**src/rtl/adat_pkg.sv**
```systemverilog
// Shared types and constants for the ADAT<->USB bridge clock sequencing.
//   fs_seq_state_t : state encoding of fs_clock_sequencer (also exported on state_o)
//   FS_48K/FS_44K  : values of the xtal mux select / fs_sel request
package adat_pkg;

  typedef enum logic [2:0] {
    StIdle     = 3'd0,
    StMute     = 3'd1,
    StSwitch   = 3'd2,
    StWaitLock = 3'd3,
    StSettle   = 3'd4,
    StAlign    = 3'd5,
    StRun      = 3'd6
  } fs_seq_state_t;

  localparam logic FS_48K = 1'b0;
  localparam logic FS_44K = 1'b1;

endpackage

```
**src/rtl/sync_edge.sv**
```systemverilog
// Multi-flop synchroniser for one asynchronous input with registered edge pulses.
//   clk_i, rst_ni : destination clock, asynchronous active-low reset
//   d_i           : asynchronous input
//   level_o       : synchronised level (SYNC_STAGES cycles of latency)
//   rise_o/fall_o : one-cycle pulses, registered one cycle after the level changes
module sync_edge #(
  parameter int unsigned SYNC_STAGES = 2
) (
  input  logic clk_i,
  input  logic rst_ni,
  input  logic d_i,
  output logic level_o,
  output logic rise_o,
  output logic fall_o
);

  logic [SYNC_STAGES-1:0] chain_q, chain_d;
  logic                   prev_q, prev_d;
  logic                   rise_q, rise_d;
  logic                   fall_q, fall_d;

  always_comb begin
    chain_d = {chain_q[SYNC_STAGES-2:0], d_i};
    prev_d  = chain_q[SYNC_STAGES-1];
    rise_d  = chain_q[SYNC_STAGES-1] & ~prev_q;
    fall_d  = ~chain_q[SYNC_STAGES-1] & prev_q;
  end

  always_ff @(posedge clk_i or negedge rst_ni) begin
    if (!rst_ni) begin
      chain_q <= '0;
      prev_q  <= 1'b0;
      rise_q  <= 1'b0;
      fall_q  <= 1'b0;
    end else begin
      chain_q <= chain_d;
      prev_q  <= prev_d;
      rise_q  <= rise_d;
      fall_q  <= fall_d;
    end
  end

  assign level_o = chain_q[SYNC_STAGES-1];
  assign rise_o  = rise_q;
  assign fall_o  = fall_q;

endmodule

```
**src/rtl/fs_clock_sequencer.sv**
```systemverilog
// Sequences sample-rate changes and I2S (re)starts: mutes ADAT, switches the 44.1k/48k xtal
// mux, pulses the PLL reset, waits for a stable lock, then enables I2S on a word-clock edge.
//   clk_i, rst_ni        : free-running xtal clock, asynchronous active-low reset
//   mcu_ready_i          : async, MCU ready; low forces IDLE
//   fs_sel_i             : async, requested rate (0 = 48 kHz, 1 = 44.1 kHz)
//   i2s_resync_req_i     : async, rising edge requests a full restart
//   pll_locked_i         : async, PLL lock indicator
//   word_clk_i           : async, current word clock
//   sel_clk_o, pll_rst_o : xtal mux select, PLL reset
//   mute_o, i2s_en_o     : ADAT mute, I2S serialiser enable
//   i2s_running_o        : sequence complete
//   lock_err_o           : sticky lock-timeout flag
//   state_o              : current state encoding
module fs_clock_sequencer
  import adat_pkg::*;
#(
  parameter int unsigned SYNC_STAGES    = 2,
  parameter int unsigned MUTE_CYCLES    = 256,
  parameter int unsigned PLL_RST_CYCLES = 64,
  parameter int unsigned SETTLE_CYCLES  = 4096,
  parameter int unsigned LOCK_TIMEOUT   = 1000000,
  parameter int unsigned CNT_W          = 20
) (
  input  logic       clk_i,
  input  logic       rst_ni,
  input  logic       mcu_ready_i,
  input  logic       fs_sel_i,
  input  logic       i2s_resync_req_i,
  input  logic       pll_locked_i,
  input  logic       word_clk_i,
  output logic       sel_clk_o,
  output logic       pll_rst_o,
  output logic       mute_o,
  output logic       i2s_en_o,
  output logic       i2s_running_o,
  output logic       lock_err_o,
  output logic [2:0] state_o
);

  localparam logic [CNT_W-1:0] MuteLast    = CNT_W'(MUTE_CYCLES - 1);
  localparam logic [CNT_W-1:0] PllRstLast  = CNT_W'(PLL_RST_CYCLES - 1);
  localparam logic [CNT_W-1:0] SettleLast  = CNT_W'(SETTLE_CYCLES - 1);
  localparam logic [CNT_W-1:0] TimeoutLast = CNT_W'(LOCK_TIMEOUT - 1);

  logic mcu_lvl, mcu_rise, mcu_fall;
  logic fs_lvl, fs_rise, fs_fall;
  logic rs_lvl, rs_rise, rs_fall;
  logic lk_lvl, lk_rise, lk_fall;
  logic wc_lvl, wc_rise, wc_fall;

  sync_edge #(.SYNC_STAGES(SYNC_STAGES)) u_sync_mcu (
    .clk_i(clk_i), .rst_ni(rst_ni), .d_i(mcu_ready_i),
    .level_o(mcu_lvl), .rise_o(mcu_rise), .fall_o(mcu_fall)
  );
  sync_edge #(.SYNC_STAGES(SYNC_STAGES)) u_sync_fs (
    .clk_i(clk_i), .rst_ni(rst_ni), .d_i(fs_sel_i),
    .level_o(fs_lvl), .rise_o(fs_rise), .fall_o(fs_fall)
  );
  sync_edge #(.SYNC_STAGES(SYNC_STAGES)) u_sync_resync (
    .clk_i(clk_i), .rst_ni(rst_ni), .d_i(i2s_resync_req_i),
    .level_o(rs_lvl), .rise_o(rs_rise), .fall_o(rs_fall)
  );
  sync_edge #(.SYNC_STAGES(SYNC_STAGES)) u_sync_lock (
    .clk_i(clk_i), .rst_ni(rst_ni), .d_i(pll_locked_i),
    .level_o(lk_lvl), .rise_o(lk_rise), .fall_o(lk_fall)
  );
  sync_edge #(.SYNC_STAGES(SYNC_STAGES)) u_sync_wclk (
    .clk_i(clk_i), .rst_ni(rst_ni), .d_i(word_clk_i),
    .level_o(wc_lvl), .rise_o(wc_rise), .fall_o(wc_fall)
  );

  logic unused_edges;
  assign unused_edges = ^{mcu_rise, mcu_fall, fs_rise, fs_fall, rs_lvl, rs_fall,
                          lk_rise, lk_fall, wc_lvl, wc_fall};

  fs_seq_state_t    state_q, state_d;
  logic [CNT_W-1:0] cnt_q, cnt_d;
  logic             sel_clk_q, sel_clk_d;
  logic             pll_rst_q, pll_rst_d;
  logic             mute_q, mute_d;
  logic             i2s_en_q, i2s_en_d;
  logic             running_q, running_d;
  logic             lock_err_q, lock_err_d;
  logic             trig;

  always_comb begin
    state_d    = state_q;
    sel_clk_d  = sel_clk_q;
    pll_rst_d  = pll_rst_q;
    mute_d     = mute_q;
    i2s_en_d   = i2s_en_q;
    running_d  = running_q;
    lock_err_d = lock_err_q;

    // Rate mismatch is judged against the mux setting actually applied.
    trig = (fs_lvl != sel_clk_q) || rs_rise;

    if (!mcu_lvl) begin
      state_d = StIdle;
    end else begin
      unique case (state_q)
        StIdle:   state_d = StSwitch;
        StMute:   if (cnt_q == MuteLast) state_d = StSwitch;
        StSwitch: begin
          if (trig)                      state_d = StMute;
          else if (cnt_q == PllRstLast)  state_d = StWaitLock;
        end
        StWaitLock: begin
          if (trig)                      state_d = StMute;
          else if (lk_lvl)               state_d = StSettle;
          else if (cnt_q == TimeoutLast) begin
            state_d    = StSwitch;
            lock_err_d = 1'b1;
          end
        end
        StSettle: begin
          if (!lk_lvl)                   state_d = StWaitLock;
          else if (trig)                 state_d = StMute;
          else if (cnt_q == SettleLast)  state_d = StAlign;
        end
        StAlign: begin
          if (trig)                      state_d = StMute;
          else if (wc_rise)              state_d = StRun;
        end
        StRun:    if (!lk_lvl || trig) state_d = StMute;
        default:  state_d = StIdle;
      endcase
    end

    // Every state entry (including a timeout retry into SWITCH) restarts the shared counter.
    cnt_d = (state_d != state_q) ? '0 : cnt_q + CNT_W'(1);

    // Outputs are registered alongside the state they belong to.
    unique case (state_d)
      StIdle: begin
        pll_rst_d = 1'b1;
        mute_d    = 1'b1;
        i2s_en_d  = 1'b0;
        running_d = 1'b0;
      end
      StMute: begin
        mute_d    = 1'b1;
        i2s_en_d  = 1'b0;
        running_d = 1'b0;
      end
      StSwitch: begin
        pll_rst_d = 1'b1;
        mute_d    = 1'b1;
        i2s_en_d  = 1'b0;
        running_d = 1'b0;
        // Latch the newest request on entry so mid-sequence changes end on the latest rate.
        if (state_q != StSwitch) sel_clk_d = fs_lvl;
      end
      StWaitLock: pll_rst_d = 1'b0;
      StRun: begin
        i2s_en_d = 1'b1;
        if (state_q == StRun) begin
          running_d = 1'b1;
          mute_d    = 1'b0;
        end
      end
      default: ;
    endcase
  end

  always_ff @(posedge clk_i or negedge rst_ni) begin
    if (!rst_ni) begin
      state_q    <= StIdle;
      cnt_q      <= '0;
      sel_clk_q  <= FS_48K;
      pll_rst_q  <= 1'b1;
      mute_q     <= 1'b1;
      i2s_en_q   <= 1'b0;
      running_q  <= 1'b0;
      lock_err_q <= 1'b0;
    end else begin
      state_q    <= state_d;
      cnt_q      <= cnt_d;
      sel_clk_q  <= sel_clk_d;
      pll_rst_q  <= pll_rst_d;
      mute_q     <= mute_d;
      i2s_en_q   <= i2s_en_d;
      running_q  <= running_d;
      lock_err_q <= lock_err_d;
    end
  end

  assign sel_clk_o     = sel_clk_q;
  assign pll_rst_o     = pll_rst_q;
  assign mute_o        = mute_q;
  assign i2s_en_o      = i2s_en_q;
  assign i2s_running_o = running_q;
  assign lock_err_o    = lock_err_q;
  assign state_o       = state_q;

endmodule

```
**config.mk**
```make
export PLATFORM = sky130hd
export DESIGN_NAME = fs_clock_sequencer
export DESIGN_NICKNAME = d
export VERILOG_FILES = /design/src/rtl/adat_pkg.sv /design/src/rtl/sync_edge.sv /design/src/rtl/fs_clock_sequencer.sv
export SDC_FILE = /design/constraint.sdc
export NUM_CORES = 1
export LEC_CHECK = 0
export ABC_AREA = 1
export CAP_MARGIN = 15
export CORE_MARGIN = 8
export CORE_UTILIZATION = 35
export DETAILED_ROUTE_END_ITERATION = 12
export HOLD_SLACK_MARGIN = 0.08
export SLEW_MARGIN = 10
export SYNTH_ARGS = -nofsm -noshare
export SYNTH_HDL_FRONTEND = slang
export SYNTH_SLANG_ARGS = --single-unit
```
**constraint.sdc**
```tcl
create_clock -name clk_i -period 3.8 [get_ports clk_i]
set_input_delay 0.76 -clock clk_i [delete_from_list [all_inputs] [get_ports clk_i]]
set_output_delay 0.76 -clock clk_i [all_outputs]
set_load 0.05 [all_outputs]
```
# Yosys cells after proc, flatten, opt, wreduce, memory -nomap -nowiden
# Index checks and enable logic that the tools add are counted.
[totals]
ff_bits = 43
latch_bits = 0
ram_bits = 0
mem_bits_ro = 0
input_bits = 7
output_inout_bits = 9
word_cells = 75
memories = 0
[classes]
addsub = 1
n_mul = 0
n_div = 0
n_lt_le_gt_ge = 0
eq_ne = 18
shifts = 0
muxes = 21
n_bitwise = 6
reduce_logical = 12
[ops]
columns = ["cell", "n"]
rows = [
  ["$mux 3", 13],
  ["$pmux 3 s7", 1],
  ["$add 20x1->20 const B", 1],
  ["$eq 20x12->1 const B", 1],
  ["$eq 20x20->1 const B", 1],
  ["$eq 20x6->1 const B", 1],
  ["$eq 20x8->1 const B", 1],
  ["$mux 20", 1],
  ["$eq 3x2->1 const B", 4],
  ["$eq 3x3->1 const B", 4],
  ["$pmux 1 s2", 4],
  ["$eq 3x1->1 const B", 2],
  ["$logic_not 3->1", 2],
  ["$reduce_and 5->1", 1],
  ["$not 1->1", 4],
  ["$reduce_and 2->1", 2],
  ["$reduce_bool 2->1", 2],
  ["$ne 3x2->1 const B", 1],
  ["$ne 3x3->1", 1],
  ["$reduce_or 3->1", 1],
  ["$and 1x1->1", 2],
  ["$logic_or 1x1->1", 2],
  ["$mux 1", 2],
  ["$ne 2x2->1 const B", 1],
  ["other kinds (3)", 3],
]

# Longest topological paths before layout
[depth]
depth_word = 10
mapped_depth = 17
depth_no_buf = 17

# Hierarchy
# Synthesis repeated with hierarchy kept, for this count alone.
[hier_totals]
hier_cells = 293
area_unflattened_um2 = 2628.8
[modules_own_cells]
columns = ["mod", "n_inst", "cells_each", "area_each_um2", "seq_area_each_um2"]
rows = [
  ["fs_clock_sequencer", 1, 248, 1928.1, 728.2],
  ["sync_edge", 5, 9, 140.1, 125.1],
]

# Worst setup path after synthesis
# OpenSTA, ideal clock, no wires.
[synth_path]
path_type = "reg2reg"
startpoint = "register sel_clk_q, in the netlist sel_clk_o"
endpoint = "register cnt_q[11]"
setup_ns = 0.121
t_arrival_ns = 1.874
t_required_ns = 3.679
path_slack_ns = 1.805
path_stages_with_launch = 15
path_buffers = 1
synth_period_minus_slack_ns = 1.995
path_cell_list = "dfrtp_1 > nand2_1 > nand3_1 > nor2_1 > nand2_1 > nand3_1 > nor2_1 > nand3_2 > nand2_2 > nand2_1 > nand2_1 > inv_1 > nand3_2 > buf_6 > nor2_2"
[synth_between]
elab_chain_cells = 8
word_cells_on_any_way = 13
classes_between = "eq/ne (2); mux (9); reduce/logical (2)"
[synth_lines]
columns = ["item", "line_no", "source"]
rows = [
  ["start: declaration", "fs_clock_sequencer.sv:78", "logic sel_clk_q, sel_clk_d;"],
  ["start signal: assignment", "fs_clock_sequencer.sv:179", "sel_clk_q <= sel_clk_d;"],
  ["$ne 1x1->1 *", "fs_clock_sequencer.sv:96", "trig = (fs_lvl != sel_clk_q) || rs_rise;"],
  ["$logic_or 1x1->1 *", "fs_clock_sequencer.sv:96", ""],
  ["$mux 3 or $logic_or 1x1->1 (tied branches)", "fs_clock_sequencer.sv:118, fs_clock_sequencer.sv:125", ""],
  ["$mux 3, on equally long branches", "fs_clock_sequencer.sv:117, fs_clock_sequencer.sv:125", ""],
  ["$pmux 3 s7 *", "fs_clock_sequencer.sv:101", "unique case (state_q)"],
  ["$mux 3 *", "fs_clock_sequencer.sv:98", "if (!mcu_lvl) begin"],
  ["$ne 3x3->1 *", "fs_clock_sequencer.sv:131", "cnt_d = (state_d != state_q) ? '0 : cnt_q + CNT_W'(1);"],
  ["$mux 20 *", "fs_clock_sequencer.sv:131", ""],
  ["net cnt_d[11]", "fs_clock_sequencer.sv:77", "logic [CNT_W-1:0] cnt_q, cnt_d;"],
  ["end signal: assignment", "fs_clock_sequencer.sv:178", "cnt_q <= cnt_d;"],
  ["end: declaration", "fs_clock_sequencer.sv:77", ""],
]
# The timed path passes the listed nets; every way through them passes the cells marked *.
# A chain may end at the register's enable or synchronous reset.

# Final worst setup path
[layout_path]
startpoint = "register state_q[0], in the netlist state_o[0]"
endpoint = "output state_o[0]"
[layout_lines]
columns = ["item", "line_no", "source"]
rows = [
  ["start: declaration", "fs_clock_sequencer.sv:76", "fs_seq_state_t state_q, state_d;"],
  ["start signal: assignment", "fs_clock_sequencer.sv:168", "state_q <= StIdle;"],
  ["start signal: assignment", "fs_clock_sequencer.sv:177", "state_q <= state_d;"],
  ["end: declaration", "fs_clock_sequencer.sv:37", "output logic [2:0] state_o"],
]
# No word-level cell between the ends.

==> impl_metrics.env <==
export IMPL_cts_buffer_depth=2
export IMPL_drt_iter0_drc=92
export IMPL_slew_headroom=0.379
export IMPL_crit_buf_inv=1
export IMPL_min_path_type="flip-flop to flip-flop"
export IMPL_holdWs_ns=0.355
export IMPL_clk_transition_reported_paths_ns=0.09
export IMPL_vias=1601
export IMPL_period_minus_slack_ns=2.45
export IMPL_syn_to_final_growth_pct=14.4
export IMPL_syn_avg_cell_area_um2=8.58
export IMPL_gp_congestion=0.818
export IMPL_cp_data_required_time_ns=3.04
export IMPL_layout_drive_gt1_share=0.181
export IMPL_vias_per_cell=4.54
export IMPL_diodes=0
export IMPL_synth_area_um2=2190
export IMPL_dpl_cell_area_um2=2410
export IMPL_synth_cell_types=28
export IMPL_synth_ff_type="dfrtp_1"
export IMPL_num_rows=29
export IMPL_portBuffers=15
export IMPL_grt_max_degree=44
export IMPL_crit_path_end_kind="output pin"
export IMPL_cts_htree_levels=2
export IMPL_ioPinCount=16
export IMPL_yosys_top_cells_area="dfrtp_1 (47%), nand2_1 (8.8%), nor2_2 (5.7%), inv_1 (5.3%), nand3_1 (5.0%)"
export IMPL_ys_seq_area_frac=0.493
export IMPL_ant_nets=0
export IMPL_netlist_top_cells_count="nand2_1 (51), dfrtp_1 (41), inv_1 (31), nor2_1 (27), nand3_1 (22)"
export IMPL_worstSetupPathType="flip-flop to output pin"
export IMPL_cts_sinks=43
export IMPL_avgRoutedWirePerCell_um=10.8
export IMPL_synth_top_area_cell="dfrtp_1"
export IMPL_hp_start="u_sync_fs.chain_q[0]$_DFF_PN0_"
export IMPL_synth_top_area_share=0.469
export IMPL_cts_tree="built"
export IMPL_finalMaxSlewViolations=0
export IMPL_slowest_stage="clkdlybuf4s50_1"
export IMPL_finalPower_uw=1180
export IMPL_hold_violations=0
export IMPL_cp_start_kind="flip-flop"
export IMPL_timing_rr_end="cnt_q[17]$_DFF_PN0_"
export IMPL_grt_pass1_wl_um=6780
export IMPL_rrSetupSlack_ns=1.41
export IMPL_synth_seq_cells=43
export IMPL_crit_chain="clkdlybuf4s50_1"
export IMPL_post_cts_buffers=0
export IMPL_initial_core_util=0.352
export IMPL_min_path_cells=0
export IMPL_crit_path_max_incr_delay_ns=0.87
export IMPL_finalWirelength_um=3800
export IMPL_reg2reg_depth=15
export IMPL_antenna_found_initial=0
export IMPL_r2r_start="cnt_q[0]$_DFF_PN0_"
export IMPL_ir_drop_mv=0.180
export IMPL_numCtsBuffers=5
export IMPL_yosys_warnings=0
export IMPL_postCtsHoldBufs=0
export IMPL_cts_resized_gates=0
export IMPL_arrival_ns=1.69
export IMPL_fin_nets=283
export IMPL_max_freq_mhz=407
export IMPL_dp_cells=345
export IMPL_async_flop_share=1.00
export IMPL_design_area_um2=2500
export IMPL_final_cells=353
export IMPL_critPathMaxFanout=8
export IMPL_die_area_um2=9030
export IMPL_power_density_nw_per_um2=472
export IMPL_die_w_um=95.1
export IMPL_finalSetupViolCount=0
export IMPL_hold_path_end="u_sync_fs.chain_q[1]$_DFF_PN0_"
export IMPL_drv_cap=0
export IMPL_p_leak_uw=0.00116
export IMPL_die_y_um=95.1
export IMPL_tns_ns=0
export IMPL_firstDrtPassIters=4
export IMPL_drc=0
export IMPL_insertion_delay_ns=0.30
export IMPL_synth_enable_flop_cells=0
export IMPL_cts_root_buffer="clkbuf_8"
export IMPL_gr_usage_all_layers=0.0950
export IMPL_netlist_instances=255
export IMPL_design_core_area_um2=6200
export IMPL_hpwl_um=2810
export IMPL_gr_total_overflow=0
export IMPL_worstMarginPinSlew_ns=0.932
export IMPL_rsz0062_at_grt="false"
export IMPL_post_route_period_util=0.646
export IMPL_fin_skew_ns=0.00695
export IMPL_grt_pass1_vias=1535
export IMPL_cpLargestDelayFamily="buffers and inverters"
export IMPL_synth_net_count=263
export IMPL_status="completed"
export IMPL_synth_most_common_cell="nand2_1"
[per-layer routing]
| metal | vias to the layer above | GRT usage | share of wire |
|---|---|---|---|
| met5 | - | 0 | 0 |
| met4 | 0 | 0.0390 | 0.017 |
| met3 | 5 | 0.0283 | 0.046 |
| met2 | 23 | 0.145 | 0.43 |
| met1 | 737 | 0.123 | 0.51 |
| li1 | 836 | - | - |
[cells by family after synthesis]
logic type,share of synthesized area
simple gates,0.332
flops,0.493
buf+inv,0.0704
xor+xnor,0.0761
compound gates,0.0223
fa+ha+maj,0.00572
[placed cells by master, fill, tap and decap left out, types with 5 or more instances in the layout]
cell	Yosys	final
clkbuf_8	0	5
inv_1	31	31
clkdlybuf4s50_1	0	14
xor2_1	12	12
nor2_1	27	27
nand3_1	22	22
nor2_2	20	20
nand2_1	51	51
xnor2_1	7	7
nor3_1	7	7
dfrtp_1	41	41
[cell type report]
| class | instances | area (um2) |
|---|---|---|
| clock buffers | 5 | 68.8 |
| clock inverters | 3 | 26.3 |
| fillers | 639 | 3700 |
| inverters | 35 | 131 |
| multi-input cells | 175 | 955 |
| flip-flops and latches | 43 | 1080 |
| well taps | 77 | 96.3 |
| repair buffers | 15 | 145 |
[power by group]
part	total [uW]	internal, uW	switching, uW
combinational	339	98.5	240
sequential	532	496	36.3
clock	309	136	173
total	1180	731	450
[worst max-delay path by stage]
stage	start	end	slack [ns]	depth (start not counted)
2_1_floorplan	sel_clk_o$_DFFE_PN0P_	cnt_q[11]$_DFF_PN0_	1.80	14
3_3_place_gp	cnt_q[0]$_DFF_PN0_	cnt_q[17]$_DFF_PN0_	1.46	15
3_5_place_dp	cnt_q[0]$_DFF_PN0_	cnt_q[17]$_DFF_PN0_	1.40	15
4_1_cts	state_o[0]$_DFF_PN0_	state_o[0]	1.33	1
5_1_grt	cnt_q[0]$_DFF_PN0_	cnt_q[19]$_DFF_PN0_	1.12	15
6_report	state_o[0]$_DFF_PN0_	state_o[0]	1.35	1
[state kept, by name, indices dropped and copies added, names as in the netlist, 2 cells and up]
| register | flops |
|---|---|
| cnt_q | 20 |
| state_o | 3 |
| u_sync_fs.chain_q | 2 |
| u_sync_lock.chain_q | 2 |
| u_sync_mcu.chain_q | 2 |
| u_sync_resync.chain_q | 2 |
| u_sync_wclk.chain_q | 2 |
[metrics by stage]
| step | util | setup WS [ns] |
|---|---|---|
| floorplan | - | 1.80 |
| global placement | 0.388 | 1.46 |
| detailed placement | 0.388 | 1.40 |
| CTS | 0.403 | 1.33 |
| global route | 0.403 | 1.12 |
| finish | 0.403 | 1.35 |
Note: power is estimated with default switching activity, not from simulation.
